--- src/rtl/noise_injector_if.sv ---
// I/Q sample stream, generator byte/enable and status, grouped for noise_injector.
// The master side is the sample source / generator model; the slave side is the injector.
interface noise_injector_if #(
  parameter int STALE_CNT_W = 16
);
  logic                   bypass;
  logic [2:0]             noise_shift;
  logic [31:0]            sample_in;
  logic                   sample_in_strobe;
  logic [7:0]             rnd;
  logic                   rnd_enable;
  logic [31:0]            sample_out;
  logic                   sample_out_strobe;
  logic [STALE_CNT_W-1:0] stale_count;

  modport master (
    output bypass, noise_shift, sample_in, sample_in_strobe, rnd,
    input  rnd_enable, sample_out, sample_out_strobe, stale_count
  );

  modport slave (
    input  bypass, noise_shift, sample_in, sample_in_strobe, rnd,
    output rnd_enable, sample_out, sample_out_strobe, stale_count
  );
endinterface

--- src/rtl/noise_injector.sv ---
// Adds scaled signed LFSR noise to a 16+16-bit I/Q stream with saturation.
// A fetch FSM clocks 8 fresh generator bits into each noise byte before it is used.
module noise_injector #(
  parameter int STALE_CNT_W = 16
) (
  input  logic            clock,
  input  logic            reset,
  noise_injector_if.slave sif
);

  localparam logic [2:0] FILL_I  = 3'd0;
  localparam logic [2:0] LATCH_I = 3'd1;
  localparam logic [2:0] FILL_Q  = 3'd2;
  localparam logic [2:0] LATCH_Q = 3'd3;
  localparam logic [2:0] READY   = 3'd4;

  logic [2:0]             r_state;
  logic [2:0]             r_bit_cnt;
  logic [7:0]             r_noise_i;
  logic [7:0]             r_noise_q;
  logic [7:0]             r_last_i;
  logic [7:0]             r_last_q;
  logic                   r_pair_ready;
  logic [STALE_CNT_W-1:0] r_stale_count;

  logic                   r_s1_valid;
  logic                   r_s1_bypass;
  logic [31:0]            r_s1_sample;
  logic                   r_out_strobe;
  logic [31:0]            r_sample_out;

  logic                   w_consume;
  logic                   w_stale;
  logic [7:0]             w_noise_byte [2];
  logic [15:0]            w_sat [2];

  assign w_consume = sif.sample_in_strobe & r_pair_ready;
  assign w_stale   = sif.sample_in_strobe & ~r_pair_ready;

  // Gated by reset so the generator sees no enable while it is itself being reset.
  assign sif.rnd_enable = ~reset & ((r_state == FILL_I) | (r_state == FILL_Q));

  always_ff @(posedge clock) begin
    if (reset) begin
      r_state      <= FILL_I;
      r_bit_cnt    <= 3'd0;
      r_noise_i    <= 8'd0;
      r_noise_q    <= 8'd0;
      r_last_i     <= 8'd0;
      r_last_q     <= 8'd0;
      r_pair_ready <= 1'b0;
    end else if (w_consume) begin
      r_last_i     <= r_noise_i;
      r_last_q     <= r_noise_q;
      r_pair_ready <= 1'b0;
      r_state      <= FILL_I;
      r_bit_cnt    <= 3'd0;
    end else begin
      case (r_state)
        FILL_I: begin
          r_bit_cnt <= r_bit_cnt + 3'd1;
          if (r_bit_cnt == 3'd7) r_state <= LATCH_I;
        end
        LATCH_I: begin
          r_noise_i <= sif.rnd;
          r_state   <= FILL_Q;
        end
        FILL_Q: begin
          r_bit_cnt <= r_bit_cnt + 3'd1;
          if (r_bit_cnt == 3'd7) r_state <= LATCH_Q;
        end
        LATCH_Q: begin
          r_noise_q    <= sif.rnd;
          r_pair_ready <= 1'b1;
          r_state      <= READY;
        end
        READY:   r_state <= READY;
        default: r_state <= FILL_I;
      endcase
    end
  end

  always_ff @(posedge clock) begin
    if (reset) begin
      r_stale_count <= '0;
    end else if (w_stale && !(&r_stale_count)) begin
      r_stale_count <= r_stale_count + 1'b1;
    end
  end

  // A fresh pair goes straight into the datapath on the consuming edge.
  assign w_noise_byte[1] = w_consume ? r_noise_i : r_last_i;
  assign w_noise_byte[0] = w_consume ? r_noise_q : r_last_q;

  // Lane 1 is I (upper half), lane 0 is Q (lower half).
  for (genvar gi = 0; gi < 2; gi++) begin : g_lane
    logic signed [16:0] w_noise;
    logic signed [16:0] w_sum;
    logic signed [16:0] r_sum;

    assign w_noise = $signed({{9{w_noise_byte[gi][7]}}, w_noise_byte[gi]}) <<< sif.noise_shift;
    assign w_sum   = $signed({sif.sample_in[gi*16+15], sif.sample_in[gi*16 +: 16]}) + w_noise;

    always_ff @(posedge clock) begin
      if (reset) begin
        r_sum <= '0;
      end else if (sif.sample_in_strobe) begin
        r_sum <= w_sum;
      end
    end

    assign w_sat[gi] = (r_sum[16] != r_sum[15]) ? {r_sum[16], {15{~r_sum[16]}}} : r_sum[15:0];
  end

  always_ff @(posedge clock) begin
    if (reset) begin
      r_s1_valid   <= 1'b0;
      r_s1_bypass  <= 1'b0;
      r_s1_sample  <= 32'd0;
      r_out_strobe <= 1'b0;
      r_sample_out <= 32'd0;
    end else begin
      r_s1_valid <= sif.sample_in_strobe;
      if (sif.sample_in_strobe) begin
        r_s1_bypass <= sif.bypass;
        r_s1_sample <= sif.sample_in;
      end
      r_out_strobe <= r_s1_valid;
      if (r_s1_valid) begin
        r_sample_out <= r_s1_bypass ? r_s1_sample : {w_sat[1], w_sat[0]};
      end
    end
  end

  assign sif.sample_out        = r_sample_out;
  assign sif.sample_out_strobe = r_out_strobe;
  assign sif.stale_count       = r_stale_count;

endmodule

--- src/flat_wrapper.sv ---
// flat-port wrapper written by rule: the top's interface ports become plain ports
module noise_injector_flat 
#(
  parameter int STALE_CNT_W = 16
)
  (clock, reset, sif_bypass, sif_noise_shift, sif_sample_in, sif_sample_in_strobe, sif_rnd, sif_rnd_enable, sif_sample_out, sif_sample_out_strobe, sif_stale_count);
  noise_injector_if #(.STALE_CNT_W(STALE_CNT_W)) sif_i ();
  input  logic clock;
  input  logic reset;
  input wire logic [$bits(sif_i.bypass)-1:0] sif_bypass;
  input wire logic [$bits(sif_i.noise_shift)-1:0] sif_noise_shift;
  input wire logic [$bits(sif_i.sample_in)-1:0] sif_sample_in;
  input wire logic [$bits(sif_i.sample_in_strobe)-1:0] sif_sample_in_strobe;
  input wire logic [$bits(sif_i.rnd)-1:0] sif_rnd;
  output wire logic [$bits(sif_i.rnd_enable)-1:0] sif_rnd_enable;
  output wire logic [$bits(sif_i.sample_out)-1:0] sif_sample_out;
  output wire logic [$bits(sif_i.sample_out_strobe)-1:0] sif_sample_out_strobe;
  output wire logic [$bits(sif_i.stale_count)-1:0] sif_stale_count;
  assign sif_i.bypass = sif_bypass;
  assign sif_i.noise_shift = sif_noise_shift;
  assign sif_i.sample_in = sif_sample_in;
  assign sif_i.sample_in_strobe = sif_sample_in_strobe;
  assign sif_i.rnd = sif_rnd;
  assign sif_rnd_enable = sif_i.rnd_enable;
  assign sif_sample_out = sif_i.sample_out;
  assign sif_sample_out_strobe = sif_i.sample_out_strobe;
  assign sif_stale_count = sif_i.stale_count;
  noise_injector #(.STALE_CNT_W(STALE_CNT_W)) u_core (.clock(clock), .reset(reset), .sif(sif_i));
endmodule
--- config.mk ---
export PLATFORM = sky130hd
export DESIGN_NAME = noise_injector_flat
export DESIGN_NICKNAME = d
export VERILOG_FILES = /design/src/rtl/noise_injector_if.sv /design/src/rtl/noise_injector.sv /design/src/flat_wrapper.sv
export SDC_FILE = /design/constraint.sdc
export NUM_CORES = 1
export LEC_CHECK = 0
export CORE_AREA = 2 2 152 184
export DETAILED_ROUTE_END_ITERATION = 8
export DIE_AREA = 0 0 154 186
export HOLD_SLACK_MARGIN = 0.02
export PLACE_DENSITY = 0.51
export SYNTH_ARGS = -nofsm -noshare
export SYNTH_HDL_FRONTEND = slang
export SYNTH_SLANG_ARGS = --single-unit
--- constraint.sdc ---
create_clock -name clock -period 3.44 [get_ports clock]
set_input_delay 0.86 -clock clock [delete_from_list [all_inputs] [get_ports clock]]
set_output_delay 0.86 -clock clock [all_outputs]
set_load 0.03 [all_outputs]
==> impl_metrics.ini, run 1 <==
[worst_setup_path]
r2r-end = u_core.g_lane[1].r_sum[16]
path_max_fanout = 11
worstSetupPathType = input port to register
endpoint = u_core.g_lane[1].r_sum[16]
rr_worst_depth = 13
rrSetupSlack_ns = 0.16
arrival_ns = 3.70
r2r-start = u_core.r_pair_ready
worst_setup_path_start_kind = input port
critPathRequiredTime_ns = 3.76
startpoint = sif_sample_in_strobe
worstSetupEndpointType = register

[layout]
register_area_um2 = 3130
multi_input_area_um2 = 5270
antennaDiodeCount = 0
final_common_cell = nor2_1
nNetsFinal = 1192
layout_common_cells = nor2_1 (168), dfxtp_1 (154), buf_4 (114), mux2i_1 (107), clkdlybuf4s50_1 (92)
area_delta_synth_final_pct = 35.7
final_cells = 1461
drive_above_1_share = 0.199
fillers = 2656

[sta]
finalWorstSetupSlack_ns = 0.0639
worst_pin_slew_ns = 1.07
min_period_ns = 3.38
setup_violations = 0
period_share = 0.981
max-slew-margin-rel = 0.287
slew_violations = 0
fin_skew_ns = 0.00894
max_freq_mhz = 296
finalHoldViolations = 0
timing.hold.ws_ns = 0.481

[synthesis]
ys_ff_latch = 156
ys.flop_type = dfxtp_1
synth_edf_count = 0
synth_area_leaders = dfxtp_1 (37%), mux2i_1 (14%), nor2_1 (7.5%)
ys_async_sr_fraction = 0
synth.avg_cell_area_um2 = 9.06
synth_cells = 933
synth_top_area_share = 0.370
yosysWarnings = 0
post_synth_num_cell_types = 71
syn-cell-area_um2 = 8450
synth_area_leader_cell = dfxtp_1
synth_fp_nets = 1017
ys_seq_area_frac = 0.370

[clock_tree]
cts_max_path_buffers = 2
cts_sinks = 156
h-tree-depth = 4
cts-root-buf = clkbuf_16
insertion_delay_ns = 0.43
cts_made_buffers = 17
clk_pin_slew_ns = 0.06
tritoncts = yes
holdBufCountCts = 0

[power]
ir_drop_mv = 0.349
swShare = 0.269
seqPwrFrac = 0.417
internal-power_mw = 3.44
combPwrFrac = 0.161
switching_power_mw = 1.26
powerDensity_nw_per_um2 = 411
p_leak_nw = 4.64
p_clk_frac = 0.422

[routing]
post_drt_via_cell_ratio = 4.92
vias = 7192
remaining_drc_errors = 0
routedWlPerCell_um = 15.8
dr.pass1.iters = 4
routed_wl_mm = 23.0
drt-initial-drc-count = 293
ant_nets = 0

[placed_design]
dpl.hpwl_mm = 16.4
post-place-ws_ns = -0.558
dpl.cell_count = 1422
io_buffers = 96
gp_congestion = 0.858

[grt]
overflow = 0
grtUsageTotal = 0.164
grt_antenna_before_repair = 0
grt_pass1_vias = 7001
grt_pass1_wl_mm = 37.2
grt_max_degree = 159

[outcome]
status = finished, final reports clean

[die]
core_um2 = 26800
ios = 97
start_util = 0.315
die-width_um = 154
die_y_um = 186
dieArea_um2 = 28600
num_rows = 66

[job]
maxCapViolCount = 0

[hold_path]
hp-class = register to register
==> stage by stage <==
stage          instance area (µm²)  power, mW   util  setup TNS, ns
2_1_floorplan                 8470       2.44      -        -0.0329
3_3_place_gp                 10500       2.74  0.392          -9.23
3_5_place_dp                 10500       2.74  0.392          -9.37
4_1_cts                      11200       4.76  0.417              0
5_1_grt                      11500       4.93  0.427        -0.0656
6_report                     11500       4.71  0.427              0
==> cell families (layout without fill, tap and decap cells) <==
kind of cell,after synthesis,count (layout),share of synthesized area
AOI/OAI and AO/OA,180,180,0.147
xor gates and xnor gates,29,29,0.0301
adders and majority gates,62,62,0.0862
buffers and inverters,77,265,0.0377
DFF,156,156,0.370
muxes,132,132,0.172
and+or+nand+nor,297,297,0.157
==> per-layer routing <==
layer | wire, µm | global-route usage
met2 | 10800 | 0.267
met4 | 350 | 0.0602
met5 | 0 | 0
met3 | 849 | 0.0310
met1 | 11000 | 0.216
==> cell usage after synthesis, types with 14 or more instances <==
cell type  number
ha_1           35
nor2_1        169
dfxtp_1       156
maj3_1         25
clkbuf_1       37
a21oi_1        49
mux2i_1       118
inv_1          15
a211oi_1       40
nor3_1         16
nand2_1        45
xnor2_1        19
nand3_1        14
==> timing repair <==
action	4_1_cts	5_1_grt
setup buffers	0	5
pin swaps	2	2
gates resized for setup	8	42
hold endpoints to repair	0	0
gates cloned	1	1
setup endpoints to repair	7	13
==> worst min-delay path by stage <==
stage                               start                         end  slack, ns  depth (start not counted)
4_1_cts               u_core.r_bit_cnt[2]         u_core.r_bit_cnt[2]       0.49                          2
3_5_place_dp          u_core.r_bit_cnt[2]         u_core.r_bit_cnt[2]       0.48                          2
2_1_floorplan  u_core.g_lane[1].r_sum[13]  u_core.g_lane[1].r_sum[13]       0.45                          2
6_report        u_core.sif.sample_out[24]   u_core.sif.sample_out[24]       0.48                          2
5_1_grt        u_core.g_lane[1].r_sum[13]  u_core.g_lane[1].r_sum[13]       0.50                          2
3_3_place_gp       u_core.r_s1_sample[10]      u_core.r_s1_sample[10]       0.47                          2
==> flip-flops by register name, summed over array words and instances, names as in the netlist <==
| name | cells |
|---|---|
| u_core.g_lane.r_sum | 34 |
| u_core.r_bit_cnt | 3 |
| u_core.r_last_i | 8 |
| u_core.r_last_q | 8 |
| u_core.r_noise_i | 8 |
| u_core.r_noise_q | 8 |
| u_core.r_pair_ready | 1 |
| u_core.r_s1_bypass | 1 |
| u_core.r_s1_sample | 32 |
| u_core.r_s1_valid | 1 |
| u_core.r_state | 3 |
| u_core.sif.sample_out | 32 |
| u_core.sif.sample_out_strobe | 1 |
| u_core.sif.stale_count | 16 |
==> worst max-delay path: stages <==
cell      delay, ns
buf_4          0.12
nand2_8        0.10
mux2i_1        0.15
buf_4          0.16
buf_4          0.14
mux4_2         0.50
mux2i_1        0.19
ha_1           0.19
and2_1         0.19
nor3_2         0.07
buf_4          0.15
a211oi_4       0.33
o221ai_2       0.18
o311a_1        0.36
==> area by class of cell <==
cell class | instances | share of cell area
Multi-Input combinational cell | 700 | 0.459
Sequential cell | 156 | 0.273
Timing Repair Buffer | 216 | 0.172
Clock buffer | 20 | 0.0398
Tap cell | 340 | 0.0371
Clock inverter | 12 | 0.0140
Inverter | 17 | 0.00556
==> power groups by stage <==
stage          combinational (mW)  clock (mW)  sequential (mW)
2_1_floorplan               0.410           0             2.03
3_3_place_gp                0.734           0             2.01
3_5_place_dp                0.738           0             2.01
4_1_cts                     0.748        2.04             1.97
5_1_grt                     0.831        2.12             1.98
6_report                    0.757        1.99             1.97
Power figures use the tool's default switching activity.
==> inputs of run 2 (changes only) <==
--- a/config.mk
+++ b/config.mk
@@ -5,11 +5,12 @@
 export SDC_FILE = /design/constraint.sdc
 export NUM_CORES = 1
 export LEC_CHECK = 0
-export CORE_AREA = 2 2 152 184
+export ABC_AREA = 1
+export CORE_AREA = 2 2 154 186
 export DETAILED_ROUTE_END_ITERATION = 8
-export DIE_AREA = 0 0 154 186
+export DIE_AREA = 0 0 156 188
 export HOLD_SLACK_MARGIN = 0.02
-export PLACE_DENSITY = 0.51
+export PLACE_DENSITY = 0.5
 export SYNTH_ARGS = -nofsm -noshare
 export SYNTH_HDL_FRONTEND = slang
 export SYNTH_SLANG_ARGS = --single-unit
==> impl_metrics.ini, run 2 <==
[clock_tree]
cts_made_buffers = 17
cts_resized = 0
cts_max_path_buffers = 2
holdBufCountCts = 0
h-tree-depth = 4
insertion_delay_ns = 0.44
post_cts_buffers = 0
clk_pin_slew_ns = 0.06
cts-root-buf = clkbuf_16
tritoncts = yes
cts_sinks = 156

[synthesis]
ys.flop_type = dfxtp_1
synth_mux_area_frac = 0.00461
synth_compound_area_frac = 0.194
ys_async_sr_fraction = 0
post_synth_num_cell_types = 29
ys_ff_latch = 156
synth_fp_nets = 1441
synth_cells = 1357
synth_area_leader_cell = dfxtp_1
syn-cell-area_um2 = 8680
synth_top_area_share = 0.360
synthSimpleGateAreaFrac = 0.252
synth_common_cells = nand2_1 (306), inv_1 (192), o21ai_0 (171), nor2_1 (161), dfxtp_1 (156)
synth_area_leaders = dfxtp_1 (36%), nand2_1 (13%), o21ai_0 (9.9%)
synth_most_common_cell = nand2_1
synth.avg_cell_area_um2 = 6.39
yosysWarnings = 0
synth_top_family_by_area = simple AND/OR/NAND/NOR gates
ys_seq_area_frac = 0.360
synthXorXnorAreaFrac = 0.0202
synth_edf_count = 0
synthAdderAreaFrac = 0.0551

[power]
switching_power_mw = 1.41
powerDensity_nw_per_um2 = 440
p_leak_nw = 5.09
ir_drop_mv = 0.325
swShare = 0.296
internal-power_mw = 3.35
seqPwrFrac = 0.412
finalPower_mw = 4.76
p_clk_frac = 0.402
combPwrFrac = 0.186

[sta]
rsz0062_at_grt = false
fin_skew_ns = 0.0115
max_freq_mhz = 321
fin_setup_tns_ns = 0
slew_violations = 0
max-slew-margin-rel = 0.332
worst_pin_slew_ns = 1.00
period_share = 0.906
min_period_ns = 3.12
setup_violations = 0
finalWorstSetupSlack_ns = 0.323
finalHoldViolations = 0

[layout]
antennaDiodeCount = 0
layout_common_cells = nand2_1 (306), inv_1 (191), o21ai_0 (171), nor2_1 (161), dfxtp_1 (155)
area_delta_synth_final_pct = 24.5
largest_reg_flops = 34
final_common_cell = nand2_1
nNetsFinal = 1544
regMostFlops = u_core.g_lane.r_sum
final_cells = 1818
drive_above_1_share = 0.0597
final_cell_area_um2 = 10800

[placed_design]
dpl-instance-area_um2 = 10200
io_buffers = 96
gp_congestion = 0.855
post-place-ws_ns = -0.108
dpl.hpwl_mm = 18.6
dpl.cell_count = 1786

[worst_setup_path]
worstSetupEndpointType = register
crit_chain = clkdlybuf4s50_1 > inv_1 > buf_4 > o21ai_0 > nand2_1 > o21ai_1 > nor2_1 > ha_1 > nand2_1 > inv_1 > nand2_1 > nand3_1 > nand2_1 > nand2_1 > nand2_1 > nand3_1 > nand2_1 > inv_1
crit_family = simple AND/OR/NAND/NOR gates
worstSetupPathType = input port to register
worst_setup_path_start_kind = input port
arrival_ns = 3.45
max_stage_delay_ns = 0.50
crit_top_cell = nand2_1
critPathRequiredTime_ns = 3.77
slowest_stage = clkdlybuf4s50_1
path_max_fanout = 10
path_buf_inv = 5

[grt]
grtUsageTotal = 0.176
grt_pass1_wl_mm = 41.1
overflow = 0
grt_pass1_vias = 7901
grt_antenna_before_repair = 1
grt_max_degree = 97

[hold_path]
hp-class = register to register

[job]
maxCapViolCount = 0

[routing]
drt-initial-drc-count = 436
vias = 8457
ant_nets = 0
routedWlPerCell_um = 13.8
remaining_drc_errors = 0
routed_wl_mm = 25.0
dr.pass1.iters = 5
post_drt_via_cell_ratio = 4.65

[die]
dieArea_um2 = 29300
start_util = 0.315
die-width_um = 156
ios = 97
die_y_um = 188
num_rows = 67
core_um2 = 27600

[outcome]
status = finished, final reports clean
[run 2: cell families after synthesis]
kind of cell	Yosys count
AO/OA/AOI/OAI	333
XOR/XNOR	20
adder cells (fa/ha/maj)	37
buffers and inverters	255
flip-flops	156
multiplexers	4
AND/OR/NAND/NOR	552
[run 2: power by group through the flow]
| stage | logic, mW | registers [mW] | clock network, mW |
|---|---|---|---|
| after floorplan | 0.501 | 2.04 | 0 |
| after global placement | 0.884 | 2.00 | 0 |
| after detailed placement | 0.887 | 2.00 | 0 |
| after CTS | 0.891 | 1.96 | 1.96 |
| after global routing | 1.00 | 1.97 | 2.05 |
| final | 0.885 | 1.96 | 1.91 |
[run 2: final cells by class]
type | count | area [µm²]
Multi-Input combinational cell | 946 | 4570
Sequential cell | 156 | 3120
Clock inverter | 12 | 138
Inverter | 195 | 734
Fill cell | 2960 | 16800
Tap cell | 345 | 432
Timing Repair Buffer | 144 | 1360
Clock buffer | 20 | 447
[run 2: through the flow]
stage / util / hold slack, ns
floorplan: - / 0.429
global placement: 0.371 / 0.440
detailed placement: 0.371 / 0.447
CTS: 0.392 / 0.457
global route: 0.392 / 0.475
finish: 0.392 / 0.456
[run 2: worst paths after layout]
path,to,startpoint,slack (ns),depth (start not counted)
hold / removal,u_core.g_lane[0].r_sum[1],u_core.g_lane[0].r_sum[1],0.46,2
setup reg to reg,u_core.g_lane[1].r_sum[11],u_core.r_pair_ready,0.47,17
hold reg to reg,u_core.g_lane[0].r_sum[1],u_core.g_lane[0].r_sum[1],0.46,2
setup / recovery,u_core.g_lane[0].r_sum[9],sif_noise_shift[0],0.32,18
[run 2: worst reg2reg max path, stage by stage, from the launching register on]
cell	delay [ns]
dfxtp_1	0.48
nand2_1	0.16
buf_4	0.20
o21ai_1	0.27
o21ai_1	0.13
o21ai_1	0.22
o21ai_1	0.12
ha_1	0.34
nand2_1	0.11
inv_1	0.06
a21oi_1	0.18
nand2_1	0.14
nand2_1	0.10
nand2_1	0.05
nand2_1	0.05
nand3_1	0.12
nand2_1	0.11
inv_1	0.04
[run 2: layer usage]
layer	up-vias	global-route usage	wire length, µm
li1	4529	-	-
met1	3750	0.244	12500
met2	157	0.279	11300
met3	19	0.0317	1000
met4	2	0.0469	290
met5	-	0	11
==> inputs of run 3 (changes only) <==
--- a/config.mk
+++ b/config.mk
@@ -10,6 +10,7 @@
 export DETAILED_ROUTE_END_ITERATION = 8
 export DIE_AREA = 0 0 156 188
 export HOLD_SLACK_MARGIN = 0.02
+export MAX_ROUTING_LAYER = met4
 export PLACE_DENSITY = 0.5
 export SYNTH_ARGS = -nofsm -noshare
 export SYNTH_HDL_FRONTEND = slang
==> impl_metrics.ini, run 3 (same netlist as run 2, synthesis figures left out) <==
[placed_design]
gp_congestion = 0.869
post-place-ws_ns = -0.108
dpl.hpwl_mm = 18.6
dpl-instance-area_um2 = 10200
io_buffers = 96

[die]
ios = 97
num_rows = 67
dieArea_um2 = 29300
start_util = 0.315
die_y_um = 188
core_um2 = 27600
die-width_um = 156

[power]
powerDensity_nw_per_um2 = 439
finalPower_mw = 4.75
p_leak_nw = 5.09
ir_drop_mv = 0.322

[sta]
min_period_ns = 3.05
worst_pin_slew_ns = 1.01
finalHoldViolations = 0
rsz0062_at_grt = false
setup_violations = 0
period_share = 0.887
max-slew-margin-rel = 0.324
max_freq_mhz = 328
fin_setup_tns_ns = 0
finalWorstSetupSlack_ns = 0.390
slew_violations = 0
fin_skew_ns = 0.00999

[worst_setup_path]
worstSetupEndpointType = register
worst_setup_path_start_kind = input port
path_max_fanout = 10
r2r-end = u_core.g_lane[1].r_sum[11]
worstSetupPathType = input port to register
r2r-start = u_core.r_pair_ready
critPathRequiredTime_ns = 3.76
max_stage_delay_ns = 0.50
crit_chain = clkdlybuf4s50_1 > inv_1 > buf_4 > nand2_1 > o21ai_0 > o21ai_0 > mux2i_1 > ha_1 > nand2_1 > inv_1 > nand2_1 > nor3_1 > nand2_1 > nand3_1 > nand2_1 > nor2_1 > nor2_1
rr_worst_depth = 17
slowest_stage = clkdlybuf4s50_1
crit_top_cell = nand2_1
arrival_ns = 3.37
rrSetupSlack_ns = 0.51

[hold_path]
min_from = u_core.r_noise_q[1]
worstHoldEndpoint = u_core.r_noise_q[1]
whs_path_depth = 2
hp-class = register to register

[layout]
postLayoutCoreUtil = 0.392
nNetsFinal = 1544
final_cell_area_um2 = 10800
layout_common_cells = nand2_1 (306), inv_1 (191), o21ai_0 (170), nor2_1 (161), dfxtp_1 (155)
regMostFlops = u_core.g_lane.r_sum
largest_reg_flops = 34
final_common_cell = nand2_1
area_delta_synth_final_pct = 24.5
drive_above_1_share = 0.0597

[grt]
grt_antenna_before_repair = 1
overflow = 0
grt_max_degree = 97
grt_pass1_wl_mm = 41.1
grtUsageTotal = 0.181
grt_pass1_vias = 7910

[clock_tree]
cts_sinks = 156
clk_pin_slew_ns = 0.06
cts_made_buffers = 17
post_cts_buffers = 0
insertion_delay_ns = 0.43
cts-root-buf = clkbuf_16
tritoncts = yes
cts_resized = 0
cts_max_path_buffers = 2
h-tree-depth = 4
holdBufCountCts = 0

[routing]
drt-initial-drc-count = 489
remaining_drc_errors = 0
vias = 8434
routedWlPerCell_um = 13.7
dr.pass1.iters = 6
post_drt_via_cell_ratio = 4.64
ant_nets = 0
routed_wl_mm = 24.9

[outcome]
status = finished, final reports clean

[job]
maxCapViolCount = 0
[run 3: changes by cell type in the layout (fill, tap and decap cells not counted), sizes merged]
cell,change
diode,+1
[run 3: worst max path at each step]
stage | start | endpoint | depth (start not counted)
after floorplan | sif_sample_in_strobe | u_core.g_lane[1].r_sum[11] | 17
after global placement | sif_noise_shift[0] | u_core.g_lane[1].r_sum[16] | 20
after detailed placement | sif_noise_shift[0] | u_core.g_lane[0].r_sum[9] | 18
after CTS | sif_noise_shift[0] | u_core.g_lane[0].r_sum[9] | 18
after global routing | sif_noise_shift[0] | u_core.g_lane[0].r_sum[14] | 17
final | sif_noise_shift[0] | u_core.g_lane[0].r_sum[14] | 17
[run 3: cell type report]
type	instances	area, µm²
Tap cell	345	432
Clock buffer	20	447
Multi-Input combinational cell	946	4570
Fill cell	2960	16800
Timing Repair Buffer	144	1360
Sequential cell	156	3120
Clock inverter	12	138
Antenna cell	1	2.50
Inverter	195	734
[run 3: metal layers]
layer	routed length [µm]	part of all wire	vias to the layer above	track usage
met1	12400	0.50	3724	0.245
met2	11300	0.45	151	0.279
li1	-	-	4539	-
met5	0	0	-	-
met4	293	0.012	0	0.0480
met3	944	0.038	20	0.0296
[run 3: through the flow]
stage               std cells  hold slack, ns
finish                   1819           0.456
global route             1819           0.475
CTS                      1818           0.457
detailed placement       1786           0.447
global placement         1786           0.440
floorplan                1357           0.429
[run 3: critical path: cells and delay by family]
kind	cells	cell delay (ns)
AO/OA/AOI/OAI	2	0.34
adder cells (fa/ha/maj)	1	0.38
buffers and inverters	4	0.88
multiplexers	1	0.14
AND/OR/NAND/NOR	9	0.78
[run 3: power breakdown]
part	total (mW)	switching [mW]	internal (mW)
Combinational	0.884	0.537	0.348
Sequential	1.96	0.0563	1.90
Clock	1.90	0.808	1.10
Total	4.75	1.40	3.35
